**config.mk**
```make
export PLATFORM = sky130hd
export DESIGN_NAME = flash_arbiter_flat
export DESIGN_NICKNAME = d
export VERILOG_FILES = /design/src/rtl/flash_pkg.sv /design/src/rtl/flash_arbiter_if.sv /design/src/rtl/rr_arbiter.sv /design/src/rtl/flash_arbiter.sv /design/src/flat_wrapper.sv
export SDC_FILE = /design/constraint.sdc
export NUM_CORES = 1
export LEC_CHECK = 0
export BUFFER_PORTS_ARGS = -buffer_cell sky130_fd_sc_hd__buf_2
export CAP_MARGIN = 0
export CORE_AREA = 2 2 114 116
export CTS_CLUSTER_DIAMETER = 100
export DETAILED_ROUTE_END_ITERATION = 8
export DIE_AREA = 0 0 116 118
export GPL_ROUTABILITY_DRIVEN = 1
export PLACE_DENSITY = 0.73
export SKIP_CTS_REPAIR_TIMING = 1
export SLEW_MARGIN = 15
export SYNTH_ARGS = -nofsm -noshare
export SYNTH_HDL_FRONTEND = slang
export SYNTH_SLANG_ARGS = --single-unit
export TNS_END_PERCENT = 30
```
**constraint.sdc**
```tcl
create_clock -name CLK -period 5.25 [get_ports CLK]
set_input_delay 1.05 -clock CLK [delete_from_list [all_inputs] [get_ports CLK]]
set_output_delay 1.05 -clock CLK [all_outputs]
set_load 0.02 [all_outputs]
```
**src/rtl/flash_pkg.sv**
```systemverilog
`default_nettype none
// ============================================================================
// Module   : flash_pkg
// Brief    : Shared flash geometry, arbiter FSM encodings and requester ids.
// Revision : 1.0
// ============================================================================
package flash_pkg;

    localparam int FLASH_AW = 21;
    localparam int FLASH_DW = 32;

    localparam int REQ_PLAY = 0;
    localparam int REQ_REC  = 1;
    localparam int REQ_LOAD = 2;

    typedef enum logic [1:0] {
        ST_IDLE  = 2'd0,
        ST_ISSUE = 2'd1,
        ST_RESP  = 2'd2
    } state_t;

endpackage
`default_nettype wire

```
**src/rtl/flash_arbiter_if.sv**
```systemverilog
`default_nettype none
// ============================================================================
// Module   : flash_arbiter_if
// Brief    : Requester-side request/response bus plus flash controller bus.
// Revision : 1.0
// ============================================================================
interface flash_arbiter_if
    import flash_pkg::*;
#(
    parameter int NUM_REQ = 3,
    parameter int AW      = FLASH_AW,
    parameter int DW      = FLASH_DW
);
    logic [NUM_REQ-1:0]    req_valid;
    logic [NUM_REQ-1:0]    req_we;
    logic [NUM_REQ*AW-1:0] req_addr;
    logic [NUM_REQ*DW-1:0] req_wdata;
    logic [NUM_REQ-1:0]    req_ready;
    logic [NUM_REQ-1:0]    rsp_valid;
    logic [DW-1:0]         rsp_rdata;
    logic [AW-1:0]         flash_addr;
    logic [DW-1:0]         flash_wdata;
    logic                  flash_we;
    logic                  flash_ce_req;
    logic [DW-1:0]         flash_rdata;

    modport slave (
        input  req_valid, req_we, req_addr, req_wdata, flash_rdata,
        output req_ready, rsp_valid, rsp_rdata,
               flash_addr, flash_wdata, flash_we, flash_ce_req
    );

    modport master (
        output req_valid, req_we, req_addr, req_wdata, flash_rdata,
        input  req_ready, rsp_valid, rsp_rdata,
               flash_addr, flash_wdata, flash_we, flash_ce_req
    );
endinterface
`default_nettype wire

```
**src/rtl/rr_arbiter.sv**
```systemverilog
`default_nettype none
// ============================================================================
// Module   : rr_arbiter
// Brief    : Combinational round-robin pick starting after last_grant.
// Revision : 1.0
// ============================================================================
module rr_arbiter #(
    parameter int NUM_REQ = 3,
    parameter int IW      = (NUM_REQ > 1) ? $clog2(NUM_REQ) : 1
) (
    input  logic [NUM_REQ-1:0] req,
    input  logic [IW-1:0]      last_grant,
    output logic [NUM_REQ-1:0] gnt,
    output logic [IW-1:0]      idx,
    output logic               any
);
    int w_cand;

    always_comb begin
        gnt    = '0;
        idx    = '0;
        any    = 1'b0;
        w_cand = 0;
        for (int k = 1; k <= NUM_REQ; k++) begin
            w_cand = (int'(last_grant) + k) % NUM_REQ;
            if (!any && req[w_cand]) begin
                any         = 1'b1;
                gnt[w_cand] = 1'b1;
                idx         = IW'(w_cand);
            end
        end
    end
endmodule
`default_nettype wire

```
**src/rtl/flash_arbiter.sv**
```systemverilog
`default_nettype none
// ============================================================================
// Module   : flash_arbiter
// Brief    : Round-robin sharing of the sample flash between requesters.
// Revision : 1.0
// ============================================================================
module flash_arbiter
    import flash_pkg::*;
#(
    parameter int NUM_REQ = 3,
    parameter int AW      = FLASH_AW,
    parameter int DW      = FLASH_DW
) (
    input  logic            CLK,
    input  logic            RESETN,
    flash_arbiter_if.slave  bus
);
    localparam int IW = (NUM_REQ > 1) ? $clog2(NUM_REQ) : 1;

    state_t             r_state;
    state_t             w_state_nxt;
    logic [IW-1:0]      r_last;
    logic [IW-1:0]      r_owner;
    logic [AW-1:0]      r_addr;
    logic [DW-1:0]      r_wdata;
    logic               r_we;
    logic [NUM_REQ-1:0] w_gnt;
    logic [IW-1:0]      w_win_idx;
    logic               w_any;
    logic               w_accept;

    rr_arbiter #(
        .NUM_REQ (NUM_REQ),
        .IW      (IW)
    ) u_rr (
        .req        (bus.req_valid),
        .last_grant (r_last),
        .gnt        (w_gnt),
        .idx        (w_win_idx),
        .any        (w_any)
    );

    assign w_accept = (r_state == ST_IDLE) && w_any;

    always_comb begin
        w_state_nxt      = r_state;
        bus.req_ready    = '0;
        bus.rsp_valid    = '0;
        bus.rsp_rdata    = '0;
        bus.flash_ce_req = 1'b0;
        case (r_state)
            ST_IDLE: begin
                // Gated by RESETN so ready stays low while reset is held.
                if (RESETN) bus.req_ready = w_gnt;
                if (w_accept) w_state_nxt = ST_ISSUE;
            end
            ST_ISSUE: begin
                bus.flash_ce_req = 1'b1;
                w_state_nxt      = ST_RESP;
            end
            ST_RESP: begin
                bus.flash_ce_req       = 1'b1;
                bus.rsp_valid[r_owner] = 1'b1;
                bus.rsp_rdata          = bus.flash_rdata;
                w_state_nxt            = ST_IDLE;
            end
            default: w_state_nxt = ST_IDLE;
        endcase
    end

    always_ff @(posedge CLK or negedge RESETN) begin
        if (!RESETN) begin
            r_state <= ST_IDLE;
            r_last  <= IW'(NUM_REQ - 1);
            r_owner <= '0;
            r_addr  <= '0;
            r_wdata <= '0;
            r_we    <= 1'b0;
        end else begin
            r_state <= w_state_nxt;
            if (w_accept) begin
                r_last  <= w_win_idx;
                r_owner <= w_win_idx;
                r_addr  <= bus.req_addr[w_win_idx*AW +: AW];
                r_wdata <= bus.req_wdata[w_win_idx*DW +: DW];
                r_we    <= bus.req_we[w_win_idx];
            end else if (r_state == ST_ISSUE) begin
                // Write strobe lives for the ISSUE cycle only.
                r_we    <= 1'b0;
            end
        end
    end

    assign bus.flash_addr  = r_addr;
    assign bus.flash_wdata = r_wdata;
    assign bus.flash_we    = r_we;
endmodule
`default_nettype wire

```
**src/flat_wrapper.sv**
```systemverilog
// flat-port wrapper written by rule: the top's interface ports become plain ports
module flash_arbiter_flat import flash_pkg::*;
#(
    parameter int NUM_REQ = 3,
    parameter int AW      = FLASH_AW,
    parameter int DW      = FLASH_DW
)
  (CLK, RESETN, bus_req_valid, bus_req_we, bus_req_addr, bus_req_wdata, bus_flash_rdata, bus_req_ready, bus_rsp_valid, bus_rsp_rdata, bus_flash_addr, bus_flash_wdata, bus_flash_we, bus_flash_ce_req);
  flash_arbiter_if #(.NUM_REQ(NUM_REQ), .AW(AW), .DW(DW)) bus_i ();
  input  logic CLK;
  input  logic RESETN;
  input wire logic [$bits(bus_i.req_valid)-1:0] bus_req_valid;
  input wire logic [$bits(bus_i.req_we)-1:0] bus_req_we;
  input wire logic [$bits(bus_i.req_addr)-1:0] bus_req_addr;
  input wire logic [$bits(bus_i.req_wdata)-1:0] bus_req_wdata;
  input wire logic [$bits(bus_i.flash_rdata)-1:0] bus_flash_rdata;
  output wire logic [$bits(bus_i.req_ready)-1:0] bus_req_ready;
  output wire logic [$bits(bus_i.rsp_valid)-1:0] bus_rsp_valid;
  output wire logic [$bits(bus_i.rsp_rdata)-1:0] bus_rsp_rdata;
  output wire logic [$bits(bus_i.flash_addr)-1:0] bus_flash_addr;
  output wire logic [$bits(bus_i.flash_wdata)-1:0] bus_flash_wdata;
  output wire logic [$bits(bus_i.flash_we)-1:0] bus_flash_we;
  output wire logic [$bits(bus_i.flash_ce_req)-1:0] bus_flash_ce_req;
  assign bus_i.req_valid = bus_req_valid;
  assign bus_i.req_we = bus_req_we;
  assign bus_i.req_addr = bus_req_addr;
  assign bus_i.req_wdata = bus_req_wdata;
  assign bus_i.flash_rdata = bus_flash_rdata;
  assign bus_req_ready = bus_i.req_ready;
  assign bus_rsp_valid = bus_i.rsp_valid;
  assign bus_rsp_rdata = bus_i.rsp_rdata;
  assign bus_flash_addr = bus_i.flash_addr;
  assign bus_flash_wdata = bus_i.flash_wdata;
  assign bus_flash_we = bus_i.flash_we;
  assign bus_flash_ce_req = bus_i.flash_ce_req;
  flash_arbiter #(.NUM_REQ(NUM_REQ), .AW(AW), .DW(DW)) u_core (.CLK(CLK), .RESETN(RESETN), .bus(bus_i));
endmodule
```
* Word level (Yosys, flattened, before mapping)
Cells that the tools add are included.
** Storage, ports and cells
- Word-level logic and storage cells :: 78
- Output and inout bits :: 93
- Bits in registers :: 60
- Input bits :: 199
** Operators by class
- Shifts and indexed selects :: 2
- Eq/ne operators :: 3
- Muxes and demuxes :: 37
- Div/mod/pow operators :: 3
- Add/subtract/negate cells :: 3
- Reduce and logical (&&, ||, !) cells :: 12
- Multipliers :: 1
- Bitwise gates (word level) :: 2
- $lt $le $gt $ge :: 9
** Operators by type and width (count)
- >= comparator 32 x 1 -> 1 bit, second input constant :: 3
- < comparator 32 x 4 -> 1 bit, second input constant :: 3
- modulo 32 x 3 -> 32 bit, second input constant :: 3
- indexed part select 96 x 8 -> 32 bit :: 1
- indexed part select 63 x 8 -> 21 bit :: 1
- 2-to-1 mux 32 bit :: 1
- 2-to-1 mux 3 bit :: 6
- 2-to-1 mux 1 bit :: 17
- binary-select mux 1 bit (select 2 bit) :: 4
- demux 1 bit (select 2 bit) :: 4
- 2-to-1 mux 2 bit :: 4
- logical AND 1 bit :: 7
- multiplier 2 x 5 -> 7 bit, second input constant :: 1
- adder 2 x 2 -> 3 bit, second input constant :: 2
- < comparator 2 x 3 -> 1 bit, second input constant :: 2
- bitwise OR 3 bit :: 2
- case mux 2 bit (2 select lines) :: 1
- adder 2 x 1 -> 3 bit, second input constant :: 1
- == test 2 x 1 -> 1 bit, second input constant :: 1
- == test 2 bit, second input constant :: 1
- >= comparator 2 x 1 -> 1 bit, second input constant :: 1
- zero test 1 bit :: 2
- zero test 2 bit :: 1
- inequality test 2 x 1 -> 1 bit, second input constant :: 1
- other kinds (2) :: 2

* Logic depth before layout (Yosys ltp)
Gate-level depths: netlist of the first run.
- Depth after elaboration :: 15
- Depth in mapped cells :: 12
- Depth with buffers taken out :: 8

* Cells and area by module
A second synthesis of the first run with hierarchy kept.
** Unflattened totals
- Cells, all modules :: 464
- Area, all modules :: 3941.3 um^2
** By module, submodules not included
- flash_arbiter :: area an instance 3659.8 um^2, cells an instance 424, sequential area each 1477.7 um^2, times used 1
- rr_arbiter :: area an instance 281.5 um^2, cells an instance 40, sequential area each 0.0 um^2, times used 1

* Least setup slack after synthesis of the first run
OpenSTA, ideal clock, no wires.
- Kind :: input port to output port
- Start :: in bus_req_valid[1]
- End :: out bus_req_ready[0]
- Slack :: 2.226 ns
- Arrival :: 1.974 ns
- Buffers on the path :: 0
- Required time :: 4.200 ns
- Stages on the path :: 5
- Cell sequence :: a21oi_2 > a22oi_2 > nor2b_1 > a221o_1 > and4_1
** Between the ends
- Word-level cells in the longest chain between the ends :: 12
- Elaborated cells between the ends (all ways) :: 22
- Classes of those cells :: mux: 16; bitwise: 2; reduce/logical: 4
** Ends and longest elaborated chain
- start: declaration :: line flat_wrapper.sv:12 : input wire logic [$bits(bus_i.req_valid)-1:0] bus_req_valid;
- binary-select mux 1 bit (select 2 bit) :: line rr_arbiter.sv:26 : if (!any && req[w_cand]) begin
- 2-to-1 mux 1 bit (not written as such) (2 in series) :: line rr_arbiter.sv:26
- 2-to-1 mux 1 bit :: line rr_arbiter.sv:26
- zero test 1 bit :: line rr_arbiter.sv:26
- logical AND 1 bit :: line rr_arbiter.sv:26
- 2-to-1 mux 1 bit :: line rr_arbiter.sv:26
- zero test 1 bit :: line rr_arbiter.sv:26
- logical AND 1 bit :: line rr_arbiter.sv:26
- 2-to-1 mux 3 bit (*) :: line rr_arbiter.sv:26
- 2-to-1 mux 3 bit (*) :: line flash_arbiter.sv:54 : if (RESETN) bus.req_ready = w_gnt;
- 2-to-1 mux 3 bit (*) :: line flash_arbiter.sv:51 : case (r_state)
- end: declaration :: line flat_wrapper.sv:17 : output wire logic [$bits(bus_i.req_ready)-1:0] bus_req_ready;
Mark *: on every way between the ends. The rest lies on a longest branch, timed or not. The select of a mux whose other input is x is not followed.

==> results of run 1 <==
## Yosys cell counts, types with 2 or more instances
library cell | instances | area share [%]
nand2_1 | 61 | 5.6
dfrtp_1 | 58 | 36
mux2i_1 | 56 | 14
nand3_1 | 54 | 6.6
o211ai_2 | 40 | 12
and2_1 | 33 | 5.1
o211ai_1 | 15 | 2.8
buf_6 | 11 | 3.0
clkbuf_1 | 10 | 0.92
ha_1 | 7 | 2.2
inv_1 | 7 | 0.65
buf_8 | 6 | 2.2
o21ai_0 | 6 | 0.74
buf_2 | 5 | 0.62
nand3b_1 | 4 | 0.74
and3_1 | 3 | 0.46
nand2b_1 | 3 | 0.46
nor2_1 | 3 | 0.28
and4_1 | 2 | 0.43
buf_1 | 2 | 0.18
nor3b_1 | 2 | 0.37
o21ai_1 | 2 | 0.25
## cells by family after synthesis
kind of cell	after synthesis	synth area share, %
AO/OA/AOI/OAI	75	18.5
adder cells (fa/ha/maj)	7	2.15
buffers and inverters	42	7.81
flip-flops	59	36.3
multiplexers	56	13.8
AND/OR/NAND/NOR	171	21.5
## placed cells by master (no fill, tap or decap), types with 2 or more instances in the layout
master | synthesis | final
nand2b_1 | 3 | 3
o21ai_0 | 6 | 6
buf_4 | 1 | 2
ha_1 | 7 | 7
clkbuf_16 | 0 | 9
mux2i_1 | 56 | 56
o211ai_2 | 40 | 40
clkinv_2 | 0 | 2
dfrtp_1 | 58 | 58
nand3b_1 | 4 | 4
o211ai_1 | 15 | 15
buf_2 | 5 | 291
nor3b_1 | 2 | 2
o21ai_1 | 2 | 2
nand3_1 | 54 | 54
inv_1 | 7 | 7
and2_1 | 33 | 32
nand2_1 | 61 | 60
and3_1 | 3 | 3
nor2_1 | 3 | 3
and2_4 | 1 | 2
bufinv_16 | 0 | 3
## area by class of cell
class                      count  area share (%)
inverter                       7           0.452
tap                          172            3.70
clock buffer                  11            4.18
multi-input combinational    309            39.2
clock inverter                 5            1.72
timing repair buffer         293            25.3
sequential                    59            25.4
## state kept, by name, indices dropped and copies added (netlist names)
name	cells
u_core.bus.flash_wdata	32
u_core.r_state	2
u_core.bus.flash_addr	21
u_core.r_owner	2
u_core.r_last	1
u_core.bus.flash_we	1
## worst max path at each step
stage / from / endpoint / depth (start not counted)
2_1_floorplan: bus_req_valid[1] / bus_req_ready[0] / 5
3_5_place_dp: bus_req_valid[1] / u_core.bus.flash_we / 7
5_1_grt: u_core.r_owner[0] / bus_req_ready[2] / 9
3_3_place_gp: bus_req_valid[1] / u_core.bus.flash_addr[20] / 7
6_report: u_core.r_owner[0] / bus_req_ready[2] / 9
4_1_cts: u_core.r_owner[0] / bus_req_ready[2] / 9
## per-layer routing
layer  vias up  track usage, %  wire (µm)
li1       2010               -          -
met1      1848            21.2       5090
met2       198            29.7       6130
met3        11            4.53       1010
met4         0            4.46        108
met5         -               0          0
## worst max-delay path, cell delays in order (launching register included)
cell	delay (ns)
dfrtp_1	0.39
inv_1	0.12
ha_1	0.55
a21oi_2	0.08
a22oi_2	0.29
nor2b_1	0.11
a21boi_0	0.21
o22ai_1	0.09
and3_1	0.19
buf_2	0.15
## metrics by stage
step	total power, mW	cell area (µm²)
after floorplan	3.11	4070
after global placement	3.50	5470
after detailed placement	3.53	5470
after CTS	4.23	5810
after global routing	4.48	5810
final	4.18	5810
## where the power goes
| group | internal (mW) | switching (mW) | total (mW) |
|---|---|---|---|
| sequential | 0.700 | 0.119 | 0.819 |
| clock | 0.475 | 0.207 | 0.682 |
| combinational | 1.01 | 1.66 | 2.68 |
==> results.sh, run 1 <==
export IMPL_cts_tree="done"
export IMPL_cp_data_arrival_time_ns=2.51
export IMPL_ys_seq_area_share_pct=36.3
export IMPL_maxCapViolCount=0
export IMPL_start_util_pct=32.8
export IMPL_vias=4067
export IMPL_ys_warn_count=0
export IMPL_drt_iter0_markers=239
export IMPL_numPortBuffers=291
export IMPL_slew_violations=0
export IMPL_crit_path_end_kind="output port"
export IMPL_whs_ns=0.477
export IMPL_fillerInstances=1220
export IMPL_numClockSinks=59
export IMPL_clock_skew_ns=0.00623
export IMPL_slew_headroom_pct=26.0
export IMPL_syn_area_per_cell_um2=9.92
export IMPL_synth_main_ff_cell="dfrtp_1"
export IMPL_wirelength_mm=12.3
export IMPL_cp_max_fo=12
export IMPL_synth_area_mm2=0.00407
export IMPL_clk_latency_ns=0.32
export IMPL_clockBufferDepth=2
export IMPL_ant_nets=0
export IMPL_fp_coreArea_mm2=0.0124
export IMPL_hpwlAfterDp_mm=8.94
export IMPL_rows=41
export IMPL_worst_slew_pin_slew_ns=1.11
export IMPL_setup_viol=0
export IMPL_io_pins=292
export IMPL_clk_pin_slew_ns=0.05
export IMPL_cts_buffers=9
export IMPL_synth_async_reset_ratio_pct=100
export IMPL_fin_ws_ns=1.69
export IMPL_dieArea_mm2=0.0137
export IMPL_crit_type="flip-flop to output port"
export IMPL_post_route_util_pct=46.8
export IMPL_die_h_um=118
export IMPL_grtUsageTotal_pct=17.3
export IMPL_finalCritPeriodShare_pct=67.7
export IMPL_regArea_mm2=0.00148
export IMPL_ys_ff_latch=59
export IMPL_clockRootBuffer="clkbuf_16"
export IMPL_required_ns=4.20
export IMPL_whs_path_depth=2
export IMPL_nNetsFinal=885
export IMPL_synth_edf_count=0
export IMPL_fmax_mhz=281
export IMPL_detail_route_wl_per_cell_um=14.4
export IMPL_final_layout_size_suffix_gt1_share_pct=52.5
export IMPL_rr_worst_depth=8
export IMPL_p_per_area_mw_per_mm2=719
export IMPL_syn_instance_count=410
export IMPL_hold_path_class="flip-flop to flip-flop"
export IMPL_hp_start="u_core.bus.flash_wdata[29]"
export IMPL_power_leakage_nw=3.10
export IMPL_htreeDepth=3
export IMPL_r2r_end="u_core.bus.flash_we"
export IMPL_fin_tns_setup_ns=0
export IMPL_synth_distinct_cells=42
export IMPL_antenna_found_initial=0
export IMPL_rsz0062_at_grt="no"
export IMPL_worst_hold_path_endpoint="u_core.bus.flash_wdata[29]"
export IMPL_die_width_um=116
export IMPL_placed_cells=840
export IMPL_status="finished, final reports clean"
export IMPL_area_delta_synth_final_pct=42.9
export IMPL_via_per_inst=4.75
export IMPL_hold_viol=0
export IMPL_grt_pass1_vias=3890
export IMPL_grt_max_degree=60
export IMPL_start_kind="flip-flop"
export IMPL_multiInputGateArea_mm2=0.00228
export IMPL_grt_pass1_wl_mm=19.0
export IMPL_firstDrtPassIters=5
export IMPL_drc=0
export IMPL_ir_drop_v=0.000581
export IMPL_reg2reg_from="u_core.r_owner[0]"
export IMPL_gp_congestion=0.824
export IMPL_layoutNonFillerInstCount=856
export IMPL_antennaDiodeCount=0
export IMPL_reg2reg_slack_ns=1.87
export IMPL_synth_net_count=616
export IMPL_layout_min_cycle_time_ns=3.56
export IMPL_overflow=0
export IMPL_pre_cts_ws_ns=1.80
(Power assumes the default switching activity.)
==> run 2, diff against run 1 <==
==> constraint.sdc (replaced) <==
create_clock -name CLK -period 3.7 [get_ports CLK]
set_input_delay 0.74 -clock CLK [delete_from_list [all_inputs] [get_ports CLK]]
set_output_delay 0.74 -clock CLK [all_outputs]
set_load 0.02 [all_outputs]
==> results.sh, run 2 (synthesis gave the netlist of run 1 again) <==
export IMPL_vias=4107
export IMPL_hold_path_class="flip-flop to flip-flop"
export IMPL_p_switching_mw=2.87
export IMPL_area_delta_synth_final_pct=43.0
export IMPL_status="finished, final reports clean"
export IMPL_fin_ws_ns=0.460
export IMPL_layoutNonFillerInstCount=859
export IMPL_start_util_pct=32.8
export IMPL_layout_min_cycle_time_ns=3.24
export IMPL_reg2reg_slack_ns=0.69
export IMPL_cp_data_arrival_time_ns=2.50
export IMPL_grt_pass1_vias=4181
export IMPL_intPower_mw=3.03
export IMPL_final_layout_size_suffix_gt1_share_pct=52.7
export IMPL_worst_slew_pin_slew_ns=0.793
export IMPL_clk_pin_slew_ns=0.05
export IMPL_setup_viol=0
export IMPL_clockRootBuffer="clkbuf_16"
export IMPL_start_kind="flip-flop"
export IMPL_ir_drop_v=0.000556
export IMPL_hpwlAfterDp_mm=9.89
export IMPL_die_width_um=116
export IMPL_final_common_cell="buf_2"
export IMPL_drt_iter0_markers=273
export IMPL_hold_viol=0
export IMPL_crit_path_end_kind="output port"
export IMPL_rows=41
export IMPL_numPortBuffers=291
export IMPL_finalCritPeriodShare_pct=87.6
export IMPL_clockBufferDepth=2
export IMPL_cts_tree="done"
export IMPL_rsz0062_at_grt="no"
export IMPL_crit_path_end="bus_req_ready[0]"
export IMPL_slew_headroom_pct=47.1
export IMPL_dieArea_mm2=0.0137
export IMPL_detail_route_wl_per_cell_um=14.9
export IMPL_comb_power_share_pct=67.0
export IMPL_maxCapViolCount=0
export IMPL_antennaDiodeCount=0
export IMPL_clock_skew_ns=0.00594
export IMPL_die_h_um=118
export IMPL_antenna_found_initial=0
export IMPL_gp_congestion=0.873
export IMPL_grtUsageTotal_pct=18.4
export IMPL_reg2reg_from="u_core.r_owner[0]"
export IMPL_total_power_mw=5.90
export IMPL_largest_reg_flops=32
export IMPL_crit_type="flip-flop to output port"
export IMPL_slew_violations=0
export IMPL_fin_tns_setup_ns=0
export IMPL_io_pins=292
export IMPL_drc=0
export IMPL_cp_max_fo=12
export IMPL_clk_latency_ns=0.32
export IMPL_fillerInstances=1259
export IMPL_htreeDepth=3
export IMPL_nNetsFinal=889
export IMPL_wirelength_mm=12.8
export IMPL_rr_worst_depth=9
export IMPL_grt_pass1_wl_mm=20.1
export IMPL_seqPwrFrac_pct=19.8
export IMPL_fmax_mhz=309
export IMPL_via_per_inst=4.78
export IMPL_r2r_end="u_core.bus.flash_wdata[12]"
export IMPL_firstDrtPassIters=4
export IMPL_pre_cts_ws_ns=0.696
export IMPL_cts_buffers=9
export IMPL_p_sw_share_pct=48.6
export IMPL_fp_coreArea_mm2=0.0124
export IMPL_post_route_util_pct=46.9
export IMPL_final_cell_mix="291 x buf_2, 60 x nand2_1, 58 x dfrtp_1, 56 x mux2i_1, 54 x nand3_1"
export IMPL_numClockSinks=59
export IMPL_crit_start="u_core.r_owner[0]"
export IMPL_grt_max_degree=60
export IMPL_overflow=0
export IMPL_p_per_area_mw_per_mm2=1010
export IMPL_placed_cells=844
export IMPL_clkPwrFrac_pct=13.2
export IMPL_power_leakage_nw=3.10
export IMPL_ant_nets=0
export IMPL_required_ns=2.96
## run 2: cell count changes in the layout (fill, tap and decap cells not counted)
| cell | delta |
|---|---|
| clkbuf_8 | +2 |
| buf_12 | +3 |
| bufinv_16 | -3 |
| buf_4 | +1 |
## run 2: power groups by stage
stage	Combinational, mW	Sequential, mW	Clock (mW)
after floorplan	2.90	1.51	0
after global placement	3.92	1.17	0
after detailed placement	4.02	1.17	0
after CTS	4.01	1.17	0.808
after global routing	4.32	1.21	0.838
final	3.95	1.17	0.781
## run 2: per-layer routing
metal / wire length, µm / GRT usage, %
met5: 0 / 0
met1: 5280 / 22.0
met3: 1020 / 5.20
met4: 208 / 4.17
met2: 6280 / 32.4
## run 2: through the flow
step | hold slack (ns) | cell area (µm²)
2_1_floorplan | 0.444 | 4070
6_report | 0.479 | 5820
5_1_grt | 0.507 | 5820
3_3_place_gp | 0.467 | 5540
4_1_cts | 0.483 | 5820
3_5_place_dp | 0.467 | 5540
## run 2: how the worst min path moves through the flow
stage	startpoint	endpoint	slack, ns	cells past startpoint
after CTS	u_core.bus.flash_wdata[14]	u_core.bus.flash_wdata[14]	0.48	2
after floorplan	RESETN	u_core.bus.flash_addr[0]	0.44	0
after global placement	u_core.bus.flash_wdata[29]	u_core.bus.flash_wdata[29]	0.47	2
after global routing	u_core.bus.flash_addr[5]	u_core.bus.flash_addr[5]	0.51	2
final	u_core.bus.flash_wdata[14]	u_core.bus.flash_wdata[14]	0.48	2
after detailed placement	u_core.bus.flash_wdata[14]	u_core.bus.flash_wdata[14]	0.47	2
## run 2: worst max-delay path: stages (launching register included)
cell,delay [ns]
dfrtp_1,0.39
inv_1,0.11
ha_1,0.55
a21oi_2,0.08
a22oi_2,0.30
nor2b_1,0.12
a221o_1,0.29
and4_1,0.19
buf_2,0.15
## run 2: cell type report
class                   count  area (µm²)  share of cell area [%]
repair buffers            297        1540                    26.5
clock buffers              13         270                    4.65
multi-input cells         309        2280                    39.2
inverters                   7        26.3                   0.452
clock inverters             2        10.0                   0.172
well taps                 172         215                    3.70
flip-flops and latches     59        1480                    25.4
